===== config.mk =====
export PLATFORM = sky130hd
export DESIGN_NAME = forney_eval_flat
export DESIGN_NICKNAME = d
export VERILOG_FILES = /design/src/rtl/rs_gf_pkg.sv /design/src/rtl/forney_eval_if.sv /design/src/rtl/gf256inv.sv /design/src/rtl/gf256mul.sv /design/src/rtl/forney_eval.sv /design/src/flat_wrapper.sv
export SDC_FILE = /design/constraint.sdc
export NUM_CORES = 1
export LEC_CHECK = 0
export CELL_PAD_IN_SITES_DETAIL_PLACEMENT = 1
export CELL_PAD_IN_SITES_GLOBAL_PLACEMENT = 2
export CORE_MARGIN = 2
export CORE_UTILIZATION = 41
export DETAILED_ROUTE_END_ITERATION = 7
export GPL_TIMING_DRIVEN = 0
export PLACE_DENSITY = 0.95
export SLEW_MARGIN = 30
export SYNTH_ARGS = -nofsm -noshare
export SYNTH_HDL_FRONTEND = slang
export SYNTH_SLANG_ARGS = --single-unit

===== constraint.sdc =====
create_clock -name clk -period 45.9 [get_ports clk]
set_clock_uncertainty 0.15 [all_clocks]
set_input_delay 9.18 -clock clk [delete_from_list [all_inputs] [get_ports clk]]
set_output_delay 9.18 -clock clk [all_outputs]
set_load 0.01 [all_outputs]

===== src/rtl/rs_gf_pkg.sv =====
// rs_gf_pkg: GF(2^8) constants, helpers and FSM state type shared by the
// Reed-Solomon decoder blocks.
//   GF_W      symbol width
//   GF_POLY   low byte of the primitive polynomial 0x11D
//   gf_idx_w  width of an error index for a given T (never below 1)
//   gf_mul    combinational GF(2^8) product (shift-and-add, reduce on overflow)
//   fe_state_e  forney_eval sequencer states
package rs_gf_pkg;

  localparam int GF_W = 8;
  localparam logic [GF_W-1:0] GF_POLY = 8'h1D;

  typedef enum logic [2:0] {
    ST_IDLE = 3'd0,
    ST_INV  = 3'd1,
    ST_SQ   = 3'd2,
    ST_EVAL = 3'd3,
    ST_DIV  = 3'd4,
    ST_MUL  = 3'd5
  } fe_state_e;

  function automatic int gf_idx_w(input int t);
    return (t <= 2) ? 1 : $clog2(t);
  endfunction

  function automatic logic [GF_W-1:0] gf_mul(input logic [GF_W-1:0] a,
                                            input logic [GF_W-1:0] b);
    logic [GF_W-1:0] acc;
    logic [GF_W-1:0] sh;
    acc = '0;
    sh  = a;
    for (int n = 0; n < GF_W; n++) begin
      if (b[n]) acc = acc ^ sh;
      // multiply sh by alpha, folding x^8 back through the polynomial
      sh = {sh[GF_W-2:0], 1'b0} ^ ({GF_W{sh[GF_W-1]}} & GF_POLY);
    end
    return acc;
  endfunction

endpackage


===== src/rtl/forney_eval_if.sv =====
// forney_eval_if: request/result bundle of the Forney evaluator.
//   start, error_num, el, lambda, omega   requester -> evaluator
//   busy, ev_valid, ev_idx, ev_data,
//   done, fail, dbg_state                 evaluator -> requester
// Handshake: start is a one-cycle request, taken only while the evaluator is
// idle and not in its done cycle; the data inputs are sampled on that same
// edge only. ev_valid is a one-cycle strobe with no backpressure: ev_idx and
// ev_data are meaningful only while it is high. done is a one-cycle pulse that
// closes a word and fail is meaningful in that cycle.
interface forney_eval_if
  import rs_gf_pkg::*;
#(
  parameter int T = 4
) ();
  localparam int EW = $clog2(T + 2);
  localparam int IW = gf_idx_w(T);

  logic                   start;
  logic [EW-1:0]          error_num;
  logic [T*GF_W-1:0]      el;
  logic [(T+1)*GF_W-1:0]  lambda;
  logic [T*GF_W-1:0]      omega;
  logic                   busy;
  logic                   ev_valid;
  logic [IW-1:0]          ev_idx;
  logic [GF_W-1:0]        ev_data;
  logic                   done;
  logic                   fail;
  fe_state_e              dbg_state;

  modport master (
    output start, error_num, el, lambda, omega,
    input  busy, ev_valid, ev_idx, ev_data, done, fail, dbg_state
  );

  modport slave (
    input  start, error_num, el, lambda, omega,
    output busy, ev_valid, ev_idx, ev_data, done, fail, dbg_state
  );
endinterface


===== src/rtl/gf256inv.sv =====
// gf256inv: combinational GF(2^8) inverter, a^-1 = a^254; 0 maps to 0.
//   a_i    operand
//   inv_o  multiplicative inverse
module gf256inv
  import rs_gf_pkg::*;
(
  input  logic [GF_W-1:0] a_i,
  output logic [GF_W-1:0] inv_o
);
  logic [GF_W-1:0] sq;
  logic [GF_W-1:0] acc;

  // 254 = 2+4+...+128: accumulate the seven successive squares of a.
  always_comb begin
    sq  = a_i;
    acc = 8'h01;
    for (int n = 0; n < 7; n++) begin
      sq  = gf_mul(sq, sq);
      acc = gf_mul(acc, sq);
    end
    inv_o = acc;
  end
endmodule


===== src/rtl/gf256mul.sv =====
// gf256mul: combinational GF(2^8) multiplier.
//   a_i, b_i  operands
//   p_o       a_i * b_i mod 0x11D
module gf256mul
  import rs_gf_pkg::*;
(
  input  logic [GF_W-1:0] a_i,
  input  logic [GF_W-1:0] b_i,
  output logic [GF_W-1:0] p_o
);
  always_comb begin
    p_o = gf_mul(a_i, b_i);
  end
endmodule


===== src/rtl/forney_eval.sv =====
// forney_eval: Forney error-value evaluator for GF(2^8) Reed-Solomon decoders.
// For each located error k it streams e_k = X_k^(1-FCR)*Omega(X_k^-1)/Lambda'(X_k^-1)
// using one inverter and two multipliers shared over all errors (T+4 cycles
// per error). Words with more than T errors, a zero locator or a zero
// derivative are flagged with fail.
//   clk, rst_n  clock, synchronous active-low reset
//   io          forney_eval_if slave: request inputs, result stream, debug state
module forney_eval
  import rs_gf_pkg::*;
#(
  parameter int T   = 4,
  parameter int FCR = 1
) (
  input  logic         clk,
  input  logic         rst_n,
  forney_eval_if.slave io
);
  localparam int EW = $clog2(T + 2);
  localparam int IW = gf_idx_w(T);
  localparam int M  = (T + 1) / 2;
  // EVAL cycle index at which the derivative accumulation starts
  localparam logic [IW-1:0] DEN_FIRST = IW'(T - M);

  fe_state_e state_q, state_d;

  logic [IW-1:0]   k_q, i_q;
  logic [EW-1:0]   num_err_q;
  logic [GF_W-1:0] el_q      [0:T-1];
  logic [GF_W-1:0] om_q      [0:T-1];
  logic [GF_W-1:0] lam_odd_q [0:M-1];
  logic [GF_W-1:0] xi_q, x2_q, acc_q, den_q, dinv_q;
  logic            fail_q, done_q, ev_valid_q;
  logic [IW-1:0]   ev_idx_q;
  logic [GF_W-1:0] ev_data_q;

  logic            accept, range_ok, last, den_act, bad;
  logic [IW-1:0]   jj;
  logic [GF_W-1:0] xk, om_sel, lam_sel;
  logic [GF_W-1:0] mul_a_x, mul_a_y, mul_a_p, mul_b_p, inv_in, inv_p;
  logic            lam_even_unused;

  // A start in the done cycle is dropped so a word is never re-launched by a
  // request that overlapped the end of the previous one.
  assign accept   = io.start && (state_q == ST_IDLE) && !done_q;
  assign range_ok = (io.error_num != '0) && (io.error_num <= EW'(T));
  assign last     = (EW'(k_q) + EW'(1)) == num_err_q;
  assign den_act  = (i_q >= DEN_FIRST);
  assign jj       = i_q - DEN_FIRST;
  assign bad      = (den_q == '0) || (xk == '0);

  // Only odd Lambda coefficients feed the formal derivative.
  always_comb begin
    lam_even_unused = 1'b0;
    for (int j = 0; j <= T; j += 2) lam_even_unused = lam_even_unused ^ (^io.lambda[GF_W*j +: GF_W]);
  end

  always_comb begin
    xk      = '0;
    om_sel  = '0;
    lam_sel = '0;
    for (int n = 0; n < T; n++) begin
      if (IW'(n) == k_q) xk = el_q[n];
      if (IW'(n) == i_q) om_sel = om_q[n];
    end
    for (int j = 0; j < M; j++) begin
      if (IW'(j) == jj) lam_sel = lam_odd_q[j];
    end
  end

  // Multiplier A is time-shared: square, Horner step, X_k scaling, final divide.
  always_comb begin
    mul_a_x = acc_q;
    mul_a_y = '0;
    unique case (state_q)
      ST_SQ:   begin mul_a_x = xi_q; mul_a_y = xi_q; end
      ST_EVAL: mul_a_y = xi_q;
      ST_DIV:  mul_a_y = xk;
      ST_MUL:  mul_a_y = dinv_q;
      default: ;
    endcase
  end

  assign inv_in = (state_q == ST_DIV) ? den_q : xk;

  gf256mul u_mul_a (.a_i(mul_a_x), .b_i(mul_a_y), .p_o(mul_a_p));
  gf256mul u_mul_b (.a_i(den_q),   .b_i(x2_q),    .p_o(mul_b_p));
  gf256inv u_inv   (.a_i(inv_in),  .inv_o(inv_p));

  // FSM state register
  always_ff @(posedge clk) begin
    if (!rst_n) state_q <= ST_IDLE;
    else        state_q <= state_d;
  end

  // FSM next state
  always_comb begin
    state_d = state_q;
    unique case (state_q)
      ST_IDLE: if (accept && range_ok) state_d = ST_INV;
      ST_INV:  state_d = ST_SQ;
      ST_SQ:   state_d = ST_EVAL;
      ST_EVAL: if (i_q == '0) state_d = ST_DIV;
      ST_DIV:  state_d = ST_MUL;
      ST_MUL:  state_d = last ? ST_IDLE : ST_INV;
      default: state_d = ST_IDLE;
    endcase
  end

  // FSM outputs
  always_comb begin
    io.busy      = (state_q != ST_IDLE);
    io.dbg_state = state_q;
    io.ev_valid  = ev_valid_q;
    io.ev_idx    = ev_idx_q;
    io.ev_data   = ev_data_q;
    io.done      = done_q;
    io.fail      = fail_q;
  end

  // Datapath and result registers
  always_ff @(posedge clk) begin
    if (!rst_n) begin
      k_q        <= '0;
      i_q        <= '0;
      num_err_q  <= '0;
      xi_q       <= '0;
      x2_q       <= '0;
      acc_q      <= '0;
      den_q      <= '0;
      dinv_q     <= '0;
      fail_q     <= 1'b0;
      done_q     <= 1'b0;
      ev_valid_q <= 1'b0;
      ev_idx_q   <= '0;
      ev_data_q  <= '0;
      for (int n = 0; n < T; n++) begin
        el_q[n] <= '0;
        om_q[n] <= '0;
      end
      for (int j = 0; j < M; j++) lam_odd_q[j] <= '0;
    end else begin
      ev_valid_q <= 1'b0;
      done_q     <= 1'b0;
      unique case (state_q)
        ST_IDLE: begin
          if (accept) begin
            for (int n = 0; n < T; n++) begin
              el_q[n] <= io.el[GF_W*n +: GF_W];
              om_q[n] <= io.omega[GF_W*n +: GF_W];
            end
            for (int j = 0; j < M; j++) lam_odd_q[j] <= io.lambda[GF_W*(2*j+1) +: GF_W];
            num_err_q <= io.error_num;
            k_q       <= '0;
            fail_q    <= (io.error_num > EW'(T));
            done_q    <= !range_ok;
          end
        end
        ST_INV: xi_q <= inv_p;
        ST_SQ: begin
          x2_q  <= mul_a_p;
          acc_q <= '0;
          den_q <= '0;
          i_q   <= IW'(T - 1);
        end
        ST_EVAL: begin
          acc_q <= mul_a_p ^ om_sel;
          if (den_act) den_q <= mul_b_p ^ lam_sel;
          i_q <= i_q - IW'(1);
        end
        ST_DIV: begin
          dinv_q <= inv_p;
          if (FCR == 0) acc_q <= mul_a_p;
        end
        ST_MUL: begin
          ev_valid_q <= 1'b1;
          ev_idx_q   <= k_q;
          if (bad) begin
            ev_data_q <= '0;
            fail_q    <= 1'b1;
          end else begin
            ev_data_q <= mul_a_p;
          end
          if (last) done_q <= 1'b1;
          else      k_q    <= k_q + IW'(1);
        end
        default: ;
      endcase
    end
  end
endmodule


===== src/flat_wrapper.sv =====
// flat-port wrapper written by rule: the top's interface ports become plain ports
module forney_eval_flat import rs_gf_pkg::*;
#(
  parameter int T   = 4,
  parameter int FCR = 1
)
  (clk, rst_n, io_start, io_error_num, io_el, io_lambda, io_omega, io_busy, io_ev_valid, io_ev_idx, io_ev_data, io_done, io_fail, io_dbg_state);
  forney_eval_if #(.T(T)) io_i ();
  input  logic clk;
  input  logic rst_n;
  input wire logic [$bits(io_i.start)-1:0] io_start;
  input wire logic [$bits(io_i.error_num)-1:0] io_error_num;
  input wire logic [$bits(io_i.el)-1:0] io_el;
  input wire logic [$bits(io_i.lambda)-1:0] io_lambda;
  input wire logic [$bits(io_i.omega)-1:0] io_omega;
  output wire logic [$bits(io_i.busy)-1:0] io_busy;
  output wire logic [$bits(io_i.ev_valid)-1:0] io_ev_valid;
  output wire logic [$bits(io_i.ev_idx)-1:0] io_ev_idx;
  output wire logic [$bits(io_i.ev_data)-1:0] io_ev_data;
  output wire logic [$bits(io_i.done)-1:0] io_done;
  output wire logic [$bits(io_i.fail)-1:0] io_fail;
  output wire logic [$bits(io_i.dbg_state)-1:0] io_dbg_state;
  assign io_i.start = io_start;
  assign io_i.error_num = io_error_num;
  assign io_i.el = io_el;
  assign io_i.lambda = io_lambda;
  assign io_i.omega = io_omega;
  assign io_busy = io_i.busy;
  assign io_ev_valid = io_i.ev_valid;
  assign io_ev_idx = io_i.ev_idx;
  assign io_ev_data = io_i.ev_data;
  assign io_done = io_i.done;
  assign io_fail = io_i.fail;
  assign io_dbg_state = io_i.dbg_state;
  forney_eval #(.T(T), .FCR(FCR)) u_core (.clk(clk), .rst_n(rst_n), .io(io_i));
endmodule

==> reports/qor.yml <==
final_layout:
  multi_input_area_um2: 17800
  diodes: 0
  nFillCells: 6502
  area.growth.synth_to_final_pct: 11.5
  regArea_um2: 3660
  nets: 3034
  drive_gt1_share_pct: 7.96
worst_setup_path:
  worstPathRequired_ps: 46110
  rr_startpoint: "u_core.io.dbg_state[2]$_SDFFE_PN0P_"
  r2r_slack_ps: 26030
  reg2reg_to: "u_core.dinv_q[3]$_SDFFE_PN0P_"
  cp_slowest_cell: "xnor2_1"
  path_delay_family: "XOR/XNOR gates"
  critPathMaxFanout: 10
  worstPathArrival_ps: 20070
  r2r_cells: 63
  crit_buf_inv: 17
  cpPeakStageDelay_ps: 700
  worstSetupEndpointType: "flop"
  path_common_cell: "xnor2_1"
  crit_cells: 63
  path_class: "flop to flop"
  crit_path_start_kind: "flop"
clock_network:
  cts_made_buffers: 17
  clockRootBuffer: "clkbuf_16"
  clock_latency_ps: 440
  path_clk_slew_ps: 60
  hold_buffers: 0
  htreeDepth: 4
  cts.sinks: 143
  cts_tree: "done"
  cts_buffer_depth: 2
  cts_setup_buffers: 0
  cts.repair.resized: 0
yosys:
  yosys_warnings: 0
  synth_top_flop_cell: "edfxtp_1"
  syn_nets: 2912
  yosysSeqAreaShare_pct: 16.3
  async_flop_share_pct: 0
  synth_area_um2: 22400
  syn-mean-instance-area_um2: 8.07
  synth-seq-cells: 143
  synth_edf_count: 80
  ys_types: 110
  synthCells: 2780
hold_path:
  timing.hold.worst.start: "u_core.dinv_q[0]$_SDFFE_PN0P_"
  hold_path_end: "u_core.dinv_q[0]$_SDFFE_PN0P_"
  hold_path.class: "flop to flop"
  holdPathStages: 2
grt:
  grt_pass1_wl_um: 123000
  grt_overflow_total: 0
  grt_usage_pct: 27.0
  grt_pass1_vias: 22100
  antenna_found_initial: 1
  grt_max_degree: 58
sta:
  maxSlewHeadroom_pct: 32.4
  finalHoldViolCount: 0
  setup_viol: 0
  tns_ps: 0
  maxSlewViolCount: 0
  fmax_mhz: 50.3
  fin_crit_sh_pct: 43.3
  min_period_ps: 19870
  worstMarginPinSlew_ps: 1010
  rsz0062_at_grt: "false"
outcome:
  status: "finished, final reports clean"
floorplanning:
  die_x_um: 238
  initial_core_util_pct: 41.6
  core-area_um2: 53900
  die_area_um2: 56600
  fp-row-count: 85
  die_h_um: 238
  io_pins: 127
routing:
  drtIter0Drc: 1362
  dr_total_vias: 20800
  totalWireLength_um: 76800
  drt-vias-per-instance: 5.76
  drtPass1Iterations: 5
  wl_per_cell_um: 21.3
  route.detailed.drc: 0
  antenna_left: 0
placement:
  port_buffers: 102
  place_congestion: 0.915
  dpl.hpwl_um: 58900
flow_run:
  cap_violations: 0
metrics by stage:
step | std cells | utilization (%) | setup WS (ps) | hold slack (ps) | area [µm²]
floorplan | 2780 | - | 31340 | 286 | 22400
global placement | 3578 | 45.1 | 26950 | 300 | 24300
detailed placement | 3579 | 45.3 | 26460 | 309 | 24400
CTS | 3611 | 46.4 | 26280 | 322 | 25000
global route | 3611 | 46.4 | 24770 | 352 | 25000
finish | 3611 | 46.4 | 26030 | 320 | 25000
logic make-up (layout without fill, tap and decap cells):
group,Yosys count,in the layout,synth area share (%)
AOI/OAI and AO/OA,529,529,15.6
xor gates and xnor gates,766,766,38.5
adders and majority gates,22,22,1.23
buffers and inverters,238,373,4.49
DFF,143,143,16.3
muxes,73,73,3.43
and+or+nand+nor,1009,1009,20.4
cell usage in the layout, fill, tap and decap left out, types with 47 or more instances in the layout:
master and instances:
nor3_1 53, clkdlybuf4s50_1 102, xor2_1 121, inv_1 49, xnor2_1 490, o21ai_0 68, o22ai_1 47, and2_1 102
edfxtp_1 80, mux2i_1 58, buf_2 47, dfxtp_1 63, nand2_1 315, a21oi_1 178, clkbuf_1 103, nor2_1 360
xnor3_1 79
sequential cells by signal, indices dropped and copies added, names as in the netlist, 3 cells and up:
signal	count
u_core.x2_q	8
u_core.io.ev_data	8
u_core.om_q	32
u_core.lam_odd_q	16
u_core.el_q	32
u_core.acc_q	8
u_core.dinv_q	8
u_core.xi_q	8
u_core.io.dbg_state	3
u_core.den_q	8
u_core.num_err_q	3
worst reg2reg max path: cells and delay by family, from the launching register on:
family / cells / cell delay (ps)
simple gates: 11 / 2340
compound gates: 4 / 1070
fa+ha+maj: 5 / 1780
buf+inv: 17 / 4700
xor+xnor: 25 / 9040
flops: 1 / 460
mux: 1 / 220
cell type report:
class	instances	share of cell area [%]
Clock inverter	15	0.675
Clock buffer	17	1.70
Multi-Input combinational cell	2399	71.3
Tap cell	696	3.48
Buffer	178	3.13
Sequential cell	143	14.6
Timing Repair Buffer	103	4.19
Inverter	60	0.900
cells in the mapped netlist, types with 22 or more instances:
cell / n / area [µm²]
a211oi_1: 37 / 278
a21oi_1: 180 / 901
a22oi_1: 25 / 188
and2_1: 102 / 638
buf_2: 47 / 235
clkbuf_1: 103 / 387
dfxtp_1: 63 / 1260
edfxtp_1: 80 / 2400
ha_1: 22 / 275
inv_1: 49 / 184
mux2i_1: 58 / 581
nand2_1: 316 / 1190
nand3_1: 44 / 220
nor2_1: 361 / 1360
nor2b_1: 25 / 156
nor3_1: 53 / 265
o21ai_0: 68 / 340
o22ai_1: 47 / 294
xnor2_1: 494 / 4330
xnor2_2: 25 / 407
xnor3_1: 79 / 1780
xor2_1: 122 / 1070
routing by layer:
metal,GRT usage (%),wire length [µm],vias to the layer above
li1,-,-,9753
met1,34.6,33700,10400
met2,48.2,38500,534
met3,2.06,2690,128
met5,0,0,-
met4,8.29,1960,0
worst max path at each step:
stage	end	slack [ps]	start
3_3_place_gp	u_core.dinv_q[0]$_SDFFE_PN0P_	26950	u_core.k_q[0]$_SDFFE_PN0P_
6_report	u_core.dinv_q[3]$_SDFFE_PN0P_	26030	u_core.io.dbg_state[2]$_SDFFE_PN0P_
5_1_grt	u_core.dinv_q[0]$_SDFFE_PN0P_	24770	u_core.io.dbg_state[2]$_SDFFE_PN0P_
2_1_floorplan	u_core.dinv_q[7]$_SDFFE_PN0P_	31340	u_core.k_q[0]$_SDFFE_PN0P_
4_1_cts	u_core.dinv_q[3]$_SDFFE_PN0P_	26280	u_core.k_q[0]$_SDFFE_PN0P_
3_5_place_dp	u_core.dinv_q[7]$_SDFFE_PN0P_	26460	u_core.io.dbg_state[2]$_SDFFE_PN0P_
Power is not shown: default switching activity piles up to over one toggle a cycle in this logic, so the estimate is an artifact.
